--- src/rtl/mmio_responder.sv ---
// MMIO responder: 16-byte window serving TX byte FIFO, status, synchronized switches, cycle counter.
// Latency: rdata registered one cycle after addr; hit and tx_data/tx_valid are combinational from state.
// Backpressure: tx_valid/tx_ready handshake; a push into a full FIFO without a pop is dropped and sets sticky ovf.
module mmio_responder #(
    parameter logic [31:0] BASE  = 32'hFFFF_FF00,
    parameter int          DEPTH = 8,
    parameter int          SW_W  = 8
) (
    input  logic            clk,
    input  logic            rst,
    input  logic [31:0]     addr,
    input  logic [31:0]     wdata,
    input  logic            wen,
    output logic [31:0]     rdata,
    output logic            hit,
    input  logic [SW_W-1:0] sw_in,
    output logic [7:0]      tx_data,
    output logic            tx_valid,
    input  logic            tx_ready
);

    localparam int PW = $clog2(DEPTH);
    localparam int CW = $clog2(DEPTH + 1);

    localparam logic [1:0] OFF_TXDATA = 2'd0;
    localparam logic [1:0] OFF_STATUS = 2'd1;
    localparam logic [1:0] OFF_SWITCH = 2'd2;
    localparam logic [1:0] OFF_CYCLES = 2'd3;

    logic [7:0]      mem_q [DEPTH];
    logic [7:0]      mem_d [DEPTH];
    logic [PW-1:0]   wr_ptr_q, wr_ptr_d;
    logic [PW-1:0]   rd_ptr_q, rd_ptr_d;
    logic [CW-1:0]   count_q, count_d;
    logic            ovf_q, ovf_d;
    logic [31:0]     cyc_q, cyc_d;
    logic [31:0]     rdata_q, rdata_d;
    logic            wr_q, wr_d;
    logic [31:0]     addr_q, addr_d;
    logic [SW_W-1:0] sw1_q, sw1_d;
    logic [SW_W-1:0] sw2_q, sw2_d;

    logic [1:0]  off;
    logic        wr;
    logic        acc;
    logic        full;
    logic        empty;
    logic        pop;
    logic        push_req;
    logic        do_push;
    logic        drop;
    logic [31:0] status;

    assign hit      = (addr[31:4] == BASE[31:4]);
    assign off      = addr[3:2];
    assign empty    = (count_q == '0);
    assign full     = (count_q == CW'(DEPTH));
    assign tx_valid = ~empty;
    // Gate the head so an empty FIFO presents zero rather than stale storage.
    assign tx_data  = tx_valid ? mem_q[rd_ptr_q] : 8'h00;
    assign rdata    = rdata_q;
    assign status   = {16'b0, 8'(count_q), 5'b0, ovf_q, full, empty};

    // Write qualification: only the first cycle of a held write to one address takes effect.
    always_comb begin
        wr       = wen & hit;
        acc      = wr & ~(wr_q & (addr == addr_q));
        pop      = tx_valid & tx_ready;
        push_req = acc & (off == OFF_TXDATA);
        // A pop in the same cycle frees the slot, so a full FIFO can still take the byte.
        do_push  = push_req & (~full | pop);
        drop     = push_req & full & ~pop;
        wr_d     = wr;
        addr_d   = addr;
    end

    // FIFO storage, pointers, occupancy and sticky overflow.
    always_comb begin
        mem_d    = mem_q;
        wr_ptr_d = wr_ptr_q;
        rd_ptr_d = rd_ptr_q;
        count_d  = count_q;
        ovf_d    = ovf_q;
        if (do_push) begin
            mem_d[wr_ptr_q] = wdata[7:0];
            wr_ptr_d        = wr_ptr_q + PW'(1);
        end
        if (pop) begin
            rd_ptr_d = rd_ptr_q + PW'(1);
        end
        case ({do_push, pop})
            2'b10:   count_d = count_q + CW'(1);
            2'b01:   count_d = count_q - CW'(1);
            default: count_d = count_q;
        endcase
        if (acc && (off == OFF_STATUS) && wdata[2]) begin
            ovf_d = 1'b0;
        end
        // Set is applied last so a drop beats a clear in the same cycle.
        if (drop) begin
            ovf_d = 1'b1;
        end
    end

    // Free-running counter with load, switch synchronizer and registered read mux.
    always_comb begin
        cyc_d = cyc_q + 32'd1;
        if (acc && (off == OFF_CYCLES)) begin
            cyc_d = wdata;
        end
        sw1_d   = sw_in;
        sw2_d   = sw1_q;
        rdata_d = 32'h0;
        if (hit) begin
            case (off)
                OFF_TXDATA: rdata_d = 32'h0;
                OFF_STATUS: rdata_d = status;
                OFF_SWITCH: rdata_d = 32'(sw2_q);
                OFF_CYCLES: rdata_d = cyc_q;
                default:    rdata_d = 32'h0;
            endcase
        end
    end

    // State registers; reset clears everything including FIFO contents.
    always_ff @(posedge clk or negedge rst) begin
        if (!rst) begin
            for (int i = 0; i < DEPTH; i++) begin
                mem_q[i] <= 8'h00;
            end
            wr_ptr_q <= '0;
            rd_ptr_q <= '0;
            count_q  <= '0;
            ovf_q    <= 1'b0;
            cyc_q    <= 32'h0;
            rdata_q  <= 32'h0;
            wr_q     <= 1'b0;
            addr_q   <= 32'h0;
            sw1_q    <= '0;
            sw2_q    <= '0;
        end else begin
            mem_q    <= mem_d;
            wr_ptr_q <= wr_ptr_d;
            rd_ptr_q <= rd_ptr_d;
            count_q  <= count_d;
            ovf_q    <= ovf_d;
            cyc_q    <= cyc_d;
            rdata_q  <= rdata_d;
            wr_q     <= wr_d;
            addr_q   <= addr_d;
            sw1_q    <= sw1_d;
            sw2_q    <= sw2_d;
        end
    end

endmodule

--- config.mk ---
export PLATFORM = sky130hd
export DESIGN_NAME = mmio_responder
export DESIGN_NICKNAME = d
export VERILOG_FILES = /design/src/rtl/mmio_responder.sv
export SDC_FILE = /design/constraint.sdc
export NUM_CORES = 1
export LEC_CHECK = 0
export CAP_MARGIN = 10
export CORE_AREA = 2 2 148 150
export CTS_BUF_LIST = sky130_fd_sc_hd__clkbuf_8
export DETAILED_ROUTE_END_ITERATION = 8
export DIE_AREA = 0 0 150 152
export SYNTH_ARGS = -nofsm -noshare
export SYNTH_HDL_FRONTEND = slang
export SYNTH_SLANG_ARGS = --single-unit
--- constraint.sdc ---
create_clock -name clk -period 6.8 [get_ports clk]
set_input_delay 1.7 -clock clk [delete_from_list [all_inputs] [get_ports clk]]
set_output_delay 1.7 -clock clk [all_outputs]
set_load 0.02 [all_outputs]
==> results.md, run 1 <==
- Status: finished clean
- Mapped Area: 8180 um2
- CTS buffer count: 17
- NetSw: 0.487 mW
- Crit start category: input port
- Max frequency: 180 MHz
- P&R area growth vs syn: 23.5%
- Hold Crit Class: flop to flop
- Final worst path period need: 5540 ps
- Clock transition at path regs: 100 ps
- Cells on worst reg2reg path: 6
- CP max FO: 4
- Hold path endpoint: sw2_q[5]
- Critical Path Max Stage Delay: 640 ps
- Num rows: 54
- WL/cell: 17.6 um
- Largest area contributor in the netlist: dfrtp_1
- TritonRoute pass-1 iters: 4
- Mux cell area share after synthesis: 16.1%
- Critical Path Sink Type: primary output
- Final nets: 848
- # setup viols final: 0
- Diode count: 0
- Setup TNS: 0 ps
- Die W: 150 um
- Largest cells by area after synthesis: dfrtp_1 (57%), mux2_2 (9.5%), xor2_1 (5.9%)
- Seq. cell area: 4700 um2
- Multi-input gate area: 3370 um2
- Syn Nets: 727
- Max Slew Vio Count: 0
- Main combinational cell family by area after synthesis: multiplexers
- Clock tree buffer depth: 2
- Slowest stage cell, crit path: clkdlybuf4s50_1
- Final Hold Vio Count: 0
- Synth Area in Simple Gates: 13.0%
- Library cells used by synthesis: 39
- Post-DP HPWL: 13300 um
- Average size of a mapped cell: 12.7 um2
- RSZ-0062 raised after global routing: false
- Pint: 1.55 mW
- Synthesized flop and latch total: 188
- Req. time, crit path: 5100 ps
- Reg2reg setup slack: 3950 ps
- Fin cells: 1059
- Initial antenna violation count: 0
- Reg power frac: 55.7%
- Die footprint: 22800 um2
- Min-delay src: sw1_q[5]
- Worst Path Buf+Inv: 3
- CP startpoint: addr[6]
- Clock network fraction of total power: 38.3%
- GRT Overall Usage: 17.2%
- CTS sink count: 188
- Synth Instances: 645
- Post-CTS Hold Buffers: 0
- Share of post-route cells with drive strength above 1: 16.8%
- Synth async-reset ratio: 100%
- Worst slew pin tran: 930 ps
- Synth Area in XOR/XNOR: 7.60%
- Worst hold path depth: 0
- RR Endpoint: mem_q[23]
- ANT nets after route: 0
- Via/cell ratio: 5.07
- Ports: 118
- Commonest cells in the netlist: dfrtp_1 (188), mux2_2 (69), nor2_1 (65), xor2_1 (55), a21oi_1 (34)
- Sw Share: 23.9%
- LEAKAGE: 4.41 nW
- MaxCap Viol Count: 0
- Residual DRC count: 0
- Layout Skew: 16.2 ps
- First-pass GRT wire length: 30400 um
- Critical path's most frequent cell: clkdlybuf4s50_1
- Worst VDD drop: 0.109 mV
- Die height: 152 um
- FF-to-FF Start: addr_q[8]
- Synth Area in Compound Gates: 3.39%
- CP Cell Sequence: clkdlybuf4s50_1 > nand4bb_1 > nor4_1 > nand2_1 > inv_1 > clkdlybuf4s50_1
- Predominant post-synthesis flop cell: dfrtp_1
- Worst-skew pair later-pin latency: 470 ps
- Post-cts repair resize count: 0
- Routed WL: 18600 um
- Post-synth top area share: 57.5%
- Top-count cell post-synth: dfrtp_1
- Critical path type: input port to primary output
- Vias: 5368
- GPL Wtd Cong: 0.855
- Arrival time worst endpoint: 3840 ps
- H-tree depth: 4
- Filler instances: 1966
- Relative slew slack: 37.8%
- Setup WS post-layout: 1260 ps
- Root Buffer: clkbuf_8
- Design area: 10100 um2
- Post-synth EDFFs: 0
- Placed cell count: 1027
- Sequential area share after synthesis: 57.5%
- Core footprint: 21400 um2
- Starting DRT DRC Count: 273
- DP Worst Slack: 1240 ps
- Postcts setup bufs: 0
- Synth Area in Adders: 0.917%
- Vias in the first global route: 5697
- DP Area: 9680 um2
- Buffers on Ports: 117
- Largest net degree at the start of global routing: 75
- GR Overflow Total: 0
- CTS tree: done
- Initial Util: 38.3%
- Power per cell area: 202 nW/um2
- CP delay by family, top: buffers and inverters
- Combinational Power Share: 5.9%
- Tcrit/Tclk final: 81.5%
- Syn. warnings: 0
[power groups by stage]
stage,combinational [mW],clock (mW),sequential (mW)
after floorplan,0.0303,0,1.16
after global placement,0.120,0,1.16
after detailed placement,0.123,0,1.16
after CTS,0.124,0.802,1.14
after global routing,0.134,0.852,1.14
final,0.121,0.782,1.14
[state kept, by name, indices dropped and copies added, names as in the netlist]
name and flops:
addr_q 32, count_q 4, cyc_q 32, mem_q 64, ovf_q 1, rd_ptr_q 3, rdata 32, sw1_q 8
sw2_q 8, wr_ptr_q 3, wr_q 1
[worst max path at each step]
stage | end | slack [ps] | depth (start not counted)
3_5_place_dp | hit | 1240 | 6
6_report | hit | 1260 | 6
4_1_cts | hit | 1230 | 6
2_1_floorplan | hit | 2590 | 4
5_1_grt | hit | 1100 | 6
3_3_place_gp | hit | 1280 | 6
[metal layers]
| metal | vias up | global-route usage (%) | routed length [um] |
|---|---|---|---|
| met5 | - | 0 | 0 |
| met4 | 0 | 6.06 | 410 |
| met3 | 26 | 3.24 | 776 |
| met2 | 134 | 27.3 | 8880 |
| met1 | 2686 | 23.6 | 8520 |
| li1 | 2522 | - | - |
[metrics by stage]
stage	power (mW)	utilization, %	hold WS (ps)
finish	2.04	47.3	347
global route	2.12	47.3	361
CTS	2.06	47.3	356
detailed placement	1.28	45.4	335
global placement	1.28	45.4	335
floorplan	1.19	-	331
[kinds of logic (layout without fill, tap and decap cells)]
family,Yosys count,count (layout)
AO/OA/AOI/OAI,48,48
XOR/XNOR,71,71
adder cells (fa/ha/maj),6,6
buffers and inverters,32,166
flip-flops,188,188
multiplexers,103,103
AND/OR/NAND/NOR,197,197
[worst reg2reg max path, delay by kind of cell (launching register included)]
family | cells | cell delay (ps)
compound gates | 1 | 620
xor+xnor | 1 | 320
flops | 1 | 390
mux | 1 | 480
simple gates | 3 | 930
[layout by cell type (no fill, tap or decap), drive strengths merged, types with 2 or more instances in the layout]
master         Yosys  final
and4               4      4
nand2             23     23
a22oi              3      3
a21oi             34     34
nor4              18     18
ha                 6      6
xor2              55     55
nor3               9      9
bufinv             0      2
mux2i             18     18
and2              19     19
clkinv             0      4
nor4b              3      3
clkdlybuf4s50      0    116
mux2              69     69
or4                2      2
o21ai              3      3
xnor2             16     16
nand4b             6      6
nand4             18     18
and3               9      9
nor2              65     65
inv               11     17
clkbuf            14     20
a311oi             2      2
buf                7      7
dfrtp            188    188
mux4              16     16
nor2b              2      2
nand3             18     18
[area by class of cell]
class,count,area share (%)
flip-flops and latches,188,46.5
multi-input cells,425,33.3
well taps,280,3.47
clock buffers,20,2.72
repair buffers,123,12.0
inverters,11,0.408
clock inverters,12,1.47
Power figures use the tool's default switching activity.
==> run 2, diff against run 1 <==
clock period = 5.7 ns   (was 6.8 ns; I/O delays follow)
==> results.md, run 2 (synthesis gave the netlist of run 1 again) <==
- Status: finished clean
- Core Util, Final: 47.1% (-0.23 points)
- Clock tree buffer depth: 2 (unchanged)
- Final worst path period need: 5010 ps
- Residual DRC count: 0 (unchanged)
- Share of post-route cells with drive strength above 1: 16.9% (+0.063 points)
- Max frequency: 200 MHz
- ANT nets after route: 0 (unchanged)
- Multi-input gate area: 3370 um2 (unchanged)
- H-tree depth: 4 (unchanged)
- Final nets: 851 (+0.35%)
- Max Slew Vio Count: 0 (unchanged)
- CP startpoint: addr[10]
- Worst Path Buf+Inv: 3 (unchanged)
- Max FFs per register: 64 (unchanged)
- Postcts setup bufs: 0 (unchanged)
- WL/cell: 17.5 um (-0.44%)
- GPL Wtd Cong: 0.854 (-0.14%)
- Req. time, crit path: 4280 ps (-820 ps)
- TritonRoute pass-1 iters: 4 (unchanged)
- Slowest stage cell, crit path: clkdlybuf4s50_1
- MaxCap Viol Count: 0 (unchanged)
- P&R area growth vs syn: 22.9%
- Vias: 5421 (+0.99%)
- Core footprint: 21400 um2 (unchanged)
- LEAKAGE: 4.38 nW (-0.67%)
- Tcrit/Tclk final: 87.9%
- Worst slew pin tran: 996 ps (+66.3 ps)
- Critical path type: input port to primary output
- Post-CTS Hold Buffers: 0 (unchanged)
- Starting DRT DRC Count: 224 (-18%)
- Sw Share: 25.0% (+1.1 points)
- Layout Skew: 17.8 ps (+1.59 ps)
- Root Buffer: clkbuf_8
- Pint: 1.72 mW (+11%)
- First-pass GRT wire length: 30200 um (-0.52%)
- Buffers on Ports: 117 (unchanged)
- CP delay by family, top: buffers and inverters
- Hold Crit Class: flop to flop
- Ports: 118 (unchanged)
- Die footprint: 22800 um2 (unchanged)
- Largest net degree at the start of global routing: 99 (+32%)
- Setup WS post-layout: 690 ps (-567 ps)
- Die height: 152 um (unchanged)
- FF-to-FF Start: addr_q[19]
- Reg power frac: 59.0% (+3.3 points)
- Min-delay src: sw1_q[3]
- Clock network fraction of total power: 34.7% (-3.6 points)
- CTS buffer count: 17 (unchanged)
- Die W: 150 um (unchanged)
- Setup TNS: 0 ps (unchanged)
- RSZ-0062 raised after global routing: false
- GRT Overall Usage: 17.1% (-0.12 points)
- Critical path's most frequent cell: clkdlybuf4s50_1
- Final Hold Vio Count: 0 (unchanged)
- Num rows: 54 (unchanged)
- DP Worst Slack: 706 ps (-536 ps)
- Initial antenna violation count: 0 (unchanged)
- NetSw: 0.574 mW (+18%)
- Vias in the first global route: 5878 (+3.2%)
- Most frequent cells in the layout: dfrtp_1 (188), clkdlybuf4s50_1 (116), mux2_2 (69)
- Routed WL: 18600 um (-0.16%)
- CTS sink count: 188 (unchanged)
- Worst-skew pair later-pin latency: 460 ps (about the same)
- # setup viols final: 0 (unchanged)
- Post-DP HPWL: 13300 um (-0.30%)
- Via/cell ratio: 5.10 (+0.70%)
- CP max FO: 4 (unchanged)
- Crit start category: input port
- Relative slew slack: 33.2% (-4.6 points)
- Critical Path Sink Type: primary output
- Filler instances: 1953 (-0.66%)
- Worst VDD drop: 0.126 mV (+16%)
- Power per cell area: 228 nW/um2 (+13%)
- Initial Util: 38.3% (unchanged)
- Top reg by flops: mem_q
- Diode count: 0 (unchanged)
- GR Overflow Total: 0 (unchanged)
- Combinational Power Share: 6.3% (+0.4 points)
- Post-cts repair resize count: 0 (unchanged)
- Critical Path Max Stage Delay: 630 ps (about the same)
- Commonest non-fill, non-tap cell in the layout: dfrtp_1
- Arrival time worst endpoint: 3590 ps (-250 ps)
- CTS tree: done
- Seq. cell area: 4700 um2 (unchanged)
- CP Cell Sequence: clkdlybuf4s50_1 > nand4b_1 > nor4_1 > nand2_1 > inv_1 > clkdlybuf4s50_1
- Clock transition at path regs: 90 ps (about the same)
-- run 2: cell count changes in the layout (fill, tap and decap cells not counted), sizes merged --
| cell | change |
|---|---|
| buf | +3 |
| bufinv | -2 |
| clkbuf | -3 |
| clkinvlp | +4 |
| inv | +1 |
-- run 2: worst paths after layout --
path	to	slack, ps	cells past startpoint
max	hit	690	6
min in group asynchronous	addr_q[19]	1030	1
min reg2reg	sw2_q[3]	350	0
min	sw2_q[3]	350	0
max in group asynchronous	sw1_q[3]	3460	2
max reg2reg	mem_q[39]	2860	6
-- run 2: metrics by stage --
| stage | instances | area (um2) | hold WS [ps] | power [mW] |
|---|---|---|---|---|
| after floorplan | 645 | 8180 | 331 | 1.42 |
| after global placement | 1030 | 9710 | 334 | 1.53 |
| after detailed placement | 1030 | 9710 | 340 | 1.53 |
| after CTS | 1062 | 10100 | 354 | 2.33 |
| after global routing | 1062 | 10100 | 353 | 2.40 |
| final | 1062 | 10100 | 350 | 2.30 |
-- run 2: power groups by stage --
stage                     Clock, mW  Sequential (mW)  Combinational (mW)
after floorplan                   0             1.38              0.0361
after global placement            0             1.38               0.144
after detailed placement          0             1.38               0.147
after CTS                     0.830             1.36               0.148
after global routing          0.877             1.36               0.160
final                         0.797             1.36               0.145
-- run 2: layout make-up --
type                            count  share of cell area [%]
Inverter                           11                   0.410
Clock buffer                       17                    2.33
Tap cell                          280                    3.48
Multi-Input combinational cell    425                    33.5
Timing Repair Buffer              126                    12.3
Sequential cell                   188                    46.8
Clock inverter                     15                    1.17
-- run 2: worst register-to-register path: cells and delay by family, from the launching register on --
| family | cells | cell delay [ps] |
|---|---|---|
| AO/OA/AOI/OAI | 1 | 490 |
| flip-flops | 1 | 390 |
| multiplexers | 1 | 420 |
| XOR/XNOR | 1 | 240 |
| AND/OR/NAND/NOR | 3 | 1170 |
-- run 2: metal layers --
metal / track usage (%) / wire length, um / vias to the layer above
met2: 28.7 / 9270 / 126
met1: 22.2 / 8130 / 2745
li1: - / - / 2531
met3: 3.18 / 813 / 19
met4: 5.71 / 354 / 0
met5: 0 / 0 / -
